--- src/rtl/ps2_key_event_ctrl_if.sv ---
// ----------------------------------------------------------------------------
// ps2_key_event_ctrl_if
// Consumer-side key event bus of ps2_key_event_ctrl.
//   evt_valid  : event FIFO non-empty
//   evt_data   : head event {brk, ext, code[7:0]}
//   evt_ack    : pop the head (ignored while evt_valid=0)
//   evt_count  : entries queued, PTR_W+1 bits
//   overflow   : sticky, an event was dropped on a full FIFO
//   clear_ovf  : clears overflow
// master = controller side, slave = consumer side.
// PTR_W must match the PTR_W of the controller it is attached to.
// ----------------------------------------------------------------------------
interface ps2_key_event_ctrl_if #(
    parameter int PTR_W = 2
);
    logic             evt_valid;
    logic [9:0]       evt_data;
    logic             evt_ack;
    logic [PTR_W:0]   evt_count;
    logic             overflow;
    logic             clear_ovf;

    modport master (
        output evt_valid, evt_data, evt_count, overflow,
        input  evt_ack, clear_ovf
    );

    modport slave (
        input  evt_valid, evt_data, evt_count, overflow,
        output evt_ack, clear_ovf
    );
endinterface

--- src/rtl/ps2_key_event_ctrl.sv ---
// ----------------------------------------------------------------------------
// ps2_key_event_ctrl
// Parses the PS/2 scan-code byte stream (E0 extended, F0 break, E1 pause),
// keeps held-level arrow outputs and queues key events in a show-ahead FIFO.
//   clock, resetn    : system clock, synchronous active-low reset
//   ps2_key_pressed  : one-cycle strobe qualifying ps2_key_data
//   ps2_key_data     : received scan-code byte
//   left/right/up/down : arrow key currently held (extended codes only)
//   evt_if (master)  : event FIFO bus, see ps2_key_event_ctrl_if
// Optional: define PS2_TYPEMATIC_FILTER_EN to suppress repeated identical
// makes (keyboard auto-repeat) from the FIFO.
// ----------------------------------------------------------------------------
module ps2_key_event_ctrl #(
    parameter int FIFO_DEPTH = 4,
    parameter int PTR_W      = 2
) (
    input  logic                clock,
    input  logic                resetn,
    input  logic                ps2_key_pressed,
    input  logic [7:0]          ps2_key_data,
    output logic                left,
    output logic                right,
    output logic                up,
    output logic                down,
    ps2_key_event_ctrl_if.master evt_if
);
    localparam int CNT_W = PTR_W + 1;

    typedef enum logic [2:0] {
        ST_IDLE, ST_EXT, ST_BRK, ST_EXT_BRK, ST_SKIP
    } state_t;

    state_t           state_q, state_d;
    logic [2:0]       skip_cnt_q, skip_cnt_d;
    logic             emit, emit_brk, emit_ext;
    logic             push;
    logic [9:0]       evt_word;
    logic [3:0]       arrow_q, arrow_d;      // {left, right, up, down}
    logic [9:0]       mem_q [FIFO_DEPTH];
    logic [9:0]       mem_d [FIFO_DEPTH];
    logic [CNT_W-1:0] wr_ptr_q, wr_ptr_d, rd_ptr_q, rd_ptr_d, count;
    logic             ovf_q, ovf_d;
    logic             full, empty, pop, push_ok;

    // Bytes the keyboard sends that are not key codes (BAT, ACK, resend, errors)
    function automatic logic is_dropped(input logic [7:0] b);
        return (b == 8'hAA) || (b == 8'hFA) || (b == 8'hFE) ||
               (b == 8'h00) || (b == 8'hFF);
    endfunction

    // ---- parser FSM: state register ----
    always_ff @(posedge clock) begin
        if (!resetn) begin
            state_q    <= ST_IDLE;
            skip_cnt_q <= '0;
        end else begin
            state_q    <= state_d;
            skip_cnt_q <= skip_cnt_d;
        end
    end

    // ---- parser FSM: next state ----
    always_comb begin
        state_d    = state_q;
        skip_cnt_d = skip_cnt_q;
        if (ps2_key_pressed) begin
            case (state_q)
                ST_IDLE: begin
                    if (ps2_key_data == 8'hE0)      state_d = ST_EXT;
                    else if (ps2_key_data == 8'hF0) state_d = ST_BRK;
                    else if (ps2_key_data == 8'hE1) begin
                        state_d    = ST_SKIP;
                        skip_cnt_d = 3'd7;           // rest of the 8-byte pause make
                    end
                end
                ST_EXT:     state_d = (ps2_key_data == 8'hF0) ? ST_EXT_BRK : ST_IDLE;
                ST_BRK,
                ST_EXT_BRK: state_d = ST_IDLE;
                ST_SKIP: begin
                    skip_cnt_d = skip_cnt_q - 3'd1;
                    if (skip_cnt_q <= 3'd1) state_d = ST_IDLE;
                end
                default:    state_d = ST_IDLE;
            endcase
        end
    end

    // ---- parser FSM: event outputs ----
    always_comb begin
        emit     = 1'b0;
        emit_brk = 1'b0;
        emit_ext = 1'b0;
        if (ps2_key_pressed) begin
            case (state_q)
                ST_IDLE:    emit = !(ps2_key_data == 8'hE0 || ps2_key_data == 8'hF0 ||
                                     ps2_key_data == 8'hE1 || is_dropped(ps2_key_data));
                ST_EXT: begin
                    emit     = (ps2_key_data != 8'hF0);
                    emit_ext = 1'b1;
                end
                ST_BRK: begin
                    emit     = 1'b1;
                    emit_brk = 1'b1;
                end
                ST_EXT_BRK: begin
                    emit     = 1'b1;
                    emit_brk = 1'b1;
                    emit_ext = 1'b1;
                end
                default: ;
            endcase
        end
    end

    assign evt_word = {emit_brk, emit_ext, ps2_key_data};

`ifdef PS2_TYPEMATIC_FILTER_EN
    // ---- typematic filter: last forwarded make ----
    logic       last_vld_q, last_vld_d;
    logic [8:0] last_make_q, last_make_d;
    logic       repeat_hit;

    always_comb begin
        last_vld_d  = last_vld_q;
        last_make_d = last_make_q;
        repeat_hit  = emit && !emit_brk && last_vld_q &&
                      (last_make_q == {emit_ext, ps2_key_data});
        if (emit) begin
            if (emit_brk) begin
                last_vld_d = 1'b0;
            end else begin
                last_vld_d  = 1'b1;
                last_make_d = {emit_ext, ps2_key_data};
            end
        end
    end

    always_ff @(posedge clock) begin
        if (!resetn) begin
            last_vld_q  <= 1'b0;
            last_make_q <= '0;
        end else begin
            last_vld_q  <= last_vld_d;
            last_make_q <= last_make_d;
        end
    end

    assign push = emit && !repeat_hit;
`else
    assign push = emit;
`endif

    // ---- arrow levels: extended codes only, independent of FIFO state ----
    always_comb begin
        arrow_d = arrow_q;
        if (emit && emit_ext) begin
            case (ps2_key_data)
                8'h6B:   arrow_d[3] = !emit_brk;
                8'h74:   arrow_d[2] = !emit_brk;
                8'h75:   arrow_d[1] = !emit_brk;
                8'h72:   arrow_d[0] = !emit_brk;
                default: ;
            endcase
        end
    end

    // ---- event FIFO: pointers carry one extra bit so full != empty ----
    always_comb begin
        count    = wr_ptr_q - rd_ptr_q;
        empty    = (count == '0);
        full     = (count == CNT_W'(FIFO_DEPTH));
        pop      = evt_if.evt_ack && !empty;
        push_ok  = push && (!full || pop);
        wr_ptr_d = push_ok ? wr_ptr_q + CNT_W'(1) : wr_ptr_q;
        rd_ptr_d = pop     ? rd_ptr_q + CNT_W'(1) : rd_ptr_q;
        mem_d    = mem_q;
        if (push_ok) mem_d[wr_ptr_q[PTR_W-1:0]] = evt_word;
        ovf_d = ovf_q;
        if (evt_if.clear_ovf)               ovf_d = 1'b0;
        else if (push && full && !pop)      ovf_d = 1'b1;
    end

    always_ff @(posedge clock) begin
        if (!resetn) begin
            arrow_q  <= '0;
            wr_ptr_q <= '0;
            rd_ptr_q <= '0;
            ovf_q    <= 1'b0;
        end else begin
            arrow_q  <= arrow_d;
            wr_ptr_q <= wr_ptr_d;
            rd_ptr_q <= rd_ptr_d;
            ovf_q    <= ovf_d;
        end
    end

    // Storage is not reset; the head is masked to zero while empty instead.
    always_ff @(posedge clock) begin
        mem_q <= mem_d;
    end

    assign {left, right, up, down} = arrow_q;
    assign evt_if.evt_valid = !empty;
    assign evt_if.evt_data  = empty ? 10'd0 : mem_q[rd_ptr_q[PTR_W-1:0]];
    assign evt_if.evt_count = count;
    assign evt_if.overflow  = ovf_q;

endmodule

--- src/flat_wrapper.sv ---
// flat-port wrapper written by rule: the top's interface ports become plain ports
module ps2_key_event_ctrl_flat 
#(
    parameter int FIFO_DEPTH = 4,
    parameter int PTR_W      = 2
)
  (clock, resetn, ps2_key_pressed, ps2_key_data, left, right, up, down, evt_if_evt_valid, evt_if_evt_data, evt_if_evt_count, evt_if_overflow, evt_if_evt_ack, evt_if_clear_ovf);
  ps2_key_event_ctrl_if #(.PTR_W(PTR_W)) evt_if_i ();
  input  logic clock;
  input  logic resetn;
  input  logic ps2_key_pressed;
  input  logic [7:0] ps2_key_data;
  output logic left;
  output logic right;
  output logic up;
  output logic down;
  output wire logic [$bits(evt_if_i.evt_valid)-1:0] evt_if_evt_valid;
  output wire logic [$bits(evt_if_i.evt_data)-1:0] evt_if_evt_data;
  output wire logic [$bits(evt_if_i.evt_count)-1:0] evt_if_evt_count;
  output wire logic [$bits(evt_if_i.overflow)-1:0] evt_if_overflow;
  input wire logic [$bits(evt_if_i.evt_ack)-1:0] evt_if_evt_ack;
  input wire logic [$bits(evt_if_i.clear_ovf)-1:0] evt_if_clear_ovf;
  assign evt_if_evt_valid = evt_if_i.evt_valid;
  assign evt_if_evt_data = evt_if_i.evt_data;
  assign evt_if_evt_count = evt_if_i.evt_count;
  assign evt_if_overflow = evt_if_i.overflow;
  assign evt_if_i.evt_ack = evt_if_evt_ack;
  assign evt_if_i.clear_ovf = evt_if_clear_ovf;
  ps2_key_event_ctrl #(.FIFO_DEPTH(FIFO_DEPTH), .PTR_W(PTR_W)) u_core (.clock(clock), .resetn(resetn), .ps2_key_pressed(ps2_key_pressed), .ps2_key_data(ps2_key_data), .left(left), .right(right), .up(up), .down(down), .evt_if(evt_if_i));
endmodule
--- config.mk ---
export PLATFORM = sky130hd
export DESIGN_NAME = ps2_key_event_ctrl_flat
export DESIGN_NICKNAME = d
export VERILOG_FILES = /design/src/rtl/ps2_key_event_ctrl_if.sv /design/src/rtl/ps2_key_event_ctrl.sv /design/src/flat_wrapper.sv
export SDC_FILE = /design/constraint.sdc
export NUM_CORES = 1
export LEC_CHECK = 0
export CAP_MARGIN = 10
export CELL_PAD_IN_SITES_DETAIL_PLACEMENT = 1
export CELL_PAD_IN_SITES_GLOBAL_PLACEMENT = 1
export CORE_AREA = 4 4 68 86
export CTS_CLUSTER_DIAMETER = 40
export CTS_CLUSTER_SIZE = 24
export DETAILED_ROUTE_END_ITERATION = 16
export DIE_AREA = 0 0 72 90
export DONT_BUFFER_PORTS = 1
export HOLD_SLACK_MARGIN = 0.1
export PLACE_DENSITY_LB_ADDON = 0.1
export SLEW_MARGIN = 20
export SYNTH_ARGS = -nofsm -noshare
export SYNTH_HDL_FRONTEND = slang
export SYNTH_SLANG_ARGS = --single-unit
--- constraint.sdc ---
create_clock -name clock -period 3.8 [get_ports clock]
set_input_delay 0.38 -clock clock [delete_from_list [all_inputs] [get_ports clock]]
set_output_delay 0.38 -clock clock [all_outputs]
set_load 0.05 [all_outputs]
* Yosys cells after proc, flatten, opt, wreduce, memory -nomap -nowiden
Cells that the tools add are included.
Operators by class: add/sub/neg operators 4, multiply operators 0, divide/modulo/power cells 0, $lt $le $gt $ge 4, equal/unequal tests 22, shift-type cells 0, multiplexer cells 23, bitwise gates (word level) 3, reduce and logical (&&, ||, !) cells 32
Operators by type and width (number):
- 8-bit == test (second input constant) | 7
- 40-bit bitwise mux | 1
- 10-bit 2-to-1 mux | 4
- 8-bit by 7-bit == test with 1-bit output (second input constant) | 4
- 3-bit 2-to-1 mux | 7
- 10-bit binary-select mux with 2-bit select | 1
- 10-bit demux with 2-bit select | 1
- 3-bit case mux with 3 select lines | 1
- 8-bit zero test | 1
- 1-bit logical OR | 8
- 8-bit != test (second input constant) | 1
- 2-bit AND reduction | 4
- 3-bit by 1-bit adder with 3-bit output (second input constant) | 2
- 3-bit by 2-bit == test with 1-bit output (second input constant) | 2
- 3-bit == test (second input constant) | 2
- 3-bit greater-or-equal comparator (second input constant) | 2
- 1-bit logical AND | 6
- 3-bit zero test | 2
- 2-bit inverter with 3-bit output | 2
- 3-bit case mux with 2 select lines | 1
- 2-bit OR reduction | 3
- 1-bit zero test | 5
- 1-bit 2-to-1 mux | 5
- 5-bit AND reduction | 1
- 13 further kinds | 15
Storage, ports and cells: register bits after elaboration 57, latch bits 0, memory bits (writable) 0, bits in read-only memories 0, bits of input ports 13, memories kept 0

* Depth between registers and ports, before layout
depth after elaboration 11, mapped depth 8, depth with buffers taken out 8

* Least setup slack after synthesis
Ideal clock, no wire load.
path type register -> output, start point register u_core.wr_ptr_q[0], end point output port evt_if_evt_data[0], arrival time 2.437 ns, data required time 3.420 ns, slack 0.983 ns, stages on the path, launching flop included 8, path buffers 1, cell sequence dfxtp_1 -> inv_1 -> ha_1 -> fa_1 -> xnor3_1 -> nand3_1 -> clkbuf_1 -> and2_1
On the way: longest elaborated chain between the ends 3
RTL lines:
- start, declared | line ps2_key_event_ctrl.sv:41 | logic [CNT_W-1:0] wr_ptr_q, wr_ptr_d, rd_ptr_q, rd_ptr_d, count;
- start signal, assigned | line ps2_key_event_ctrl.sv:191 | wr_ptr_q <= wr_ptr_d;
- 3-bit subtractor | line ps2_key_event_ctrl.sv:169 | count = wr_ptr_q - rd_ptr_q;
- 3-bit zero test | line ps2_key_event_ctrl.sv:170 | empty = (count == '0);
- 10-bit 2-to-1 mux | line ps2_key_event_ctrl.sv:204 | assign evt_if.evt_data = empty ? 10'd0 : mem_q[rd_ptr_q[PTR_W-1:0]];
- end, declared | line flat_wrapper.sv:18 | output wire logic [$bits(evt_if_i.evt_data)-1:0] evt_if_evt_data;
No other way between the ends.

* Worst setup path in the final report
start point register u_core.rd_ptr_q[1], end point register u_core.mem_q[38] in the netlist's numbering, enable pin
On the way: longest elaborated chain between the ends 6
RTL lines:
- start, declared | line ps2_key_event_ctrl.sv:41
- start signal, assigned | line ps2_key_event_ctrl.sv:192 | rd_ptr_q <= rd_ptr_d;
- 3-bit subtractor * | line ps2_key_event_ctrl.sv:169
- net evt_if_evt_count[1] | line flat_wrapper.sv:19 | output wire logic [$bits(evt_if_i.evt_count)-1:0] evt_if_evt_count;
- 3-bit zero test | line ps2_key_event_ctrl.sv:170
- 1-bit zero test | line ps2_key_event_ctrl.sv:172 | pop = evt_if.evt_ack && !empty;
- 1-bit logical AND | line ps2_key_event_ctrl.sv:172
- 1-bit logical OR * | line ps2_key_event_ctrl.sv:173 | push_ok = push && (!full || pop);
- 1-bit logical AND * | line ps2_key_event_ctrl.sv:173
- end signal, assigned | line ps2_key_event_ctrl.sv:199 | mem_q <= mem_d;
- end, declared | line ps2_key_event_ctrl.sv:39 | logic [9:0] mem_q [FIFO_DEPTH];
Mark *: on every way through the listed nets, which the timed path passes. The rest lies on a longest branch. A chain may end at the register's enable or synchronous reset.

==> qor.yml <==
dieArea_um2: 6480
async_reset_ff_frac: 0
maxCapViolCount: 0
finalPower_uw: 1931
netlist_area_um2: 2699
vias: 1623
rr_worst_depth: 5
drive_gt1_frac: 0.1706
grt_pass1_wl_um: 9597
fin_ws_ps: 816.6
clock-sinks: 57
clockBufferDepth: 2
drt-initial-drc-count: 167
antenna_found_initial: 0
start_kind: "flip-flop"
utilization: 0.5797
path_buf_inv: 1
tns_ps: 0
powerDensity_nw_per_um2: 665.2
grt-ovfl-total: 0
hp-start: "ps2_key_data[6]"
worstPathRequired_ps: 3760
period_needed_ps: 2983
core_um2: 5007
dp_hpwl_um: 4335
drc: 0
endpoint_kind: "flip-flop"
irDropWorstVdd_uv: 279.0
die_h_um: 90
synth_edf_count: 40
yosys.area.top_type_share: 0.4451
post-cts-setup-buffer-count: 0
startpoint: "u_core.rd_ptr_q[1]"
io_buffer_count: 0
synth.most_common_cell: "edfxtp_1"
grt_start_max_net_pins: 22
clk_latency_ps: 320
ctsHoldBuffers: 0
hold_end: "u_core.mem_q[16]"
worst_slew_pin_slew_ps: 705.0
crit_type: "flip-flop to flip-flop"
critPathMaxStageDelay_ps: 730
finClkSkew_ps: 8.703
synth_ff_type: "edfxtp_1"
synth_cells: 199
grt_pass1_vias: 1768
report.final.setup_viol: 0
rrSetupSlack_ps: 820
timing.slew.headroom: 0.5300
cts_resized: 0
antenna_cells: 0
cp_top_family: "flip-flops"
row_count: 29
outcome: "complete, no violations"
cts.clk_slew.worst_paths_ps: 60
r2r_start: "u_core.rd_ptr_q[1]"
syn-num-nets: 221
arrival_ps: 2950
ys_ff_latch: 57
final_cells: 273
wl_per_cell_um: 21.11
track_usage: 0.2020
rsz0062_at_grt: "false"
ys_seq_area_frac: 0.5712
critPathMaxFanout: 13
pre_cts_ws_ps: 828.8
yosysWarnings: 0
io_pins: 32
ys_top_cells_by_area: "edfxtp_1 (45%), dfxtp_1 (13%), mux4_2 (8.3%)"
syn2layout_area_growth_pct: 7.557
final-seq-area_um2: 1541
fin_crit_sh: 0.7851
firstDrtPassIters: 4
numCtsBuffers: 9
synth_common_cells: "edfxtp_1 (40), nand2_1 (18), dfxtp_1 (17)"
clockRootBuffer: "clkbuf_8"
fin_nets: 228
hold_viol_final: 0
yosys.area.top_type: "edfxtp_1"
power_leakage_uw: 0.001066
viasPerCell: 5.945
syn_avg_cell_area_um2: 13.56
whs_path_depth: 0
cpMaxStageDelayCell: "dfxtp_1"
place_congestion: 0.7986
hold_path.class: "primary input to flip-flop"
ys_types: 48
initial_core_util: 0.5390
ant_nets: 0
dp_cells: 257
drt-total-wl_um: 5763
dieWidth_um: 72
multi_input_area_um2: 1072
worstPathCellList: "fa_1, inv_1, or4_4, a21boi_4, and2_1"
fill_cells: 495
h-tree-depth: 3
reg2reg_to: "u_core.mem_q[38]"
fmax_ghz: 0.3352
maxSlewViolCount: 0
cts_tree: "yes"
how the worst max path moves through the flow:
stage | endpoint | slack (ps) | depth (start not counted)
3_5_place_dp | u_core.mem_q[33] | 830 | 5
3_3_place_gp | u_core.mem_q[32] | 970 | 5
6_report | u_core.mem_q[38] | 820 | 5
2_1_floorplan | evt_if_evt_data[0] | 980 | 7
4_1_cts | u_core.mem_q[38] | 810 | 5
5_1_grt | u_core.mem_q[38] | 690 | 5
cell type report:
type                    instances  share of cell area
multi-input cells             124              0.3694
well taps                      62             0.02672
flip-flops and latches         57              0.5310
inverters                      12             0.01552
clock inverters                 2            0.003017
repair buffers                  2            0.005172
clock buffers                  14             0.04914
power by group:
part | leakage (µW) | switching [µW] | internal, µW
registers | 0.000513 | 34.0 | 717
clock network | 0.0000761 | 216 | 234
logic | 0.000477 | 556 | 174
total | 0.00107 | 805 | 1130
flip-flops by register name, summed over array words and instances (netlist names):
register and flops:
u_core.evt_if.overflow 1, u_core.mem_q 40, u_core.state_q 3, u_core.rd_ptr_q 3, u_core.skip_cnt_q 3, u_core.wr_ptr_q 3, u_core.arrow_q 4
worst register-to-register path, cell delays in order, from the launching register on:
cell and delay, ps:
dfxtp_1 730, fa_1 540, inv_1 380, or4_4 240, a21boi_4 240, and2_1 490
stage by stage:
stage	hold WS (ps)	instance area (µm²)
final	145.3	2903
after CTS	118.9	2903
after global placement	479.6	2751
after detailed placement	479.3	2751
after global routing	107.7	2903
after floorplan	444.9	2699
layer usage:
| metal | wire length (µm) | up-vias | track usage | share of wire |
|---|---|---|---|---|
| li1 | - | 759 | - | - |
| met1 | 2251 | 820 | 0.2263 | 0.39 |
| met2 | 3191 | 42 | 0.3505 | 0.55 |
| met3 | 308 | 2 | 0.06585 | 0.053 |
| met4 | 11 | 0 | 0.07524 | 0.0019 |
| met5 | 0 | - | 0 | 0 |
cells by family after synthesis:
family          share of synthesized area
fa+ha+maj                         0.04451
buf+inv                           0.03152
xor+xnor                          0.01484
flops                              0.5712
compound gates                    0.07789
simple gates                       0.1544
mux                                0.1057
cell usage in the layout (no fill, tap or decap), types with 4 or more instances in the layout:
| cell type | instances |
|---|---|
| edfxtp_1 | 40 |
| nand2_1 | 18 |
| inv_1 | 12 |
| mux2i_1 | 6 |
| mux4_2 | 10 |
| clkbuf_8 | 9 |
| dfxtp_1 | 17 |
| nand3_1 | 5 |
| clkbuf_1 | 5 |
| ha_1 | 8 |
| nor2_1 | 8 |
| nor2b_1 | 4 |
| and2_1 | 14 |
Note: power is estimated with default switching activity, not from simulation.
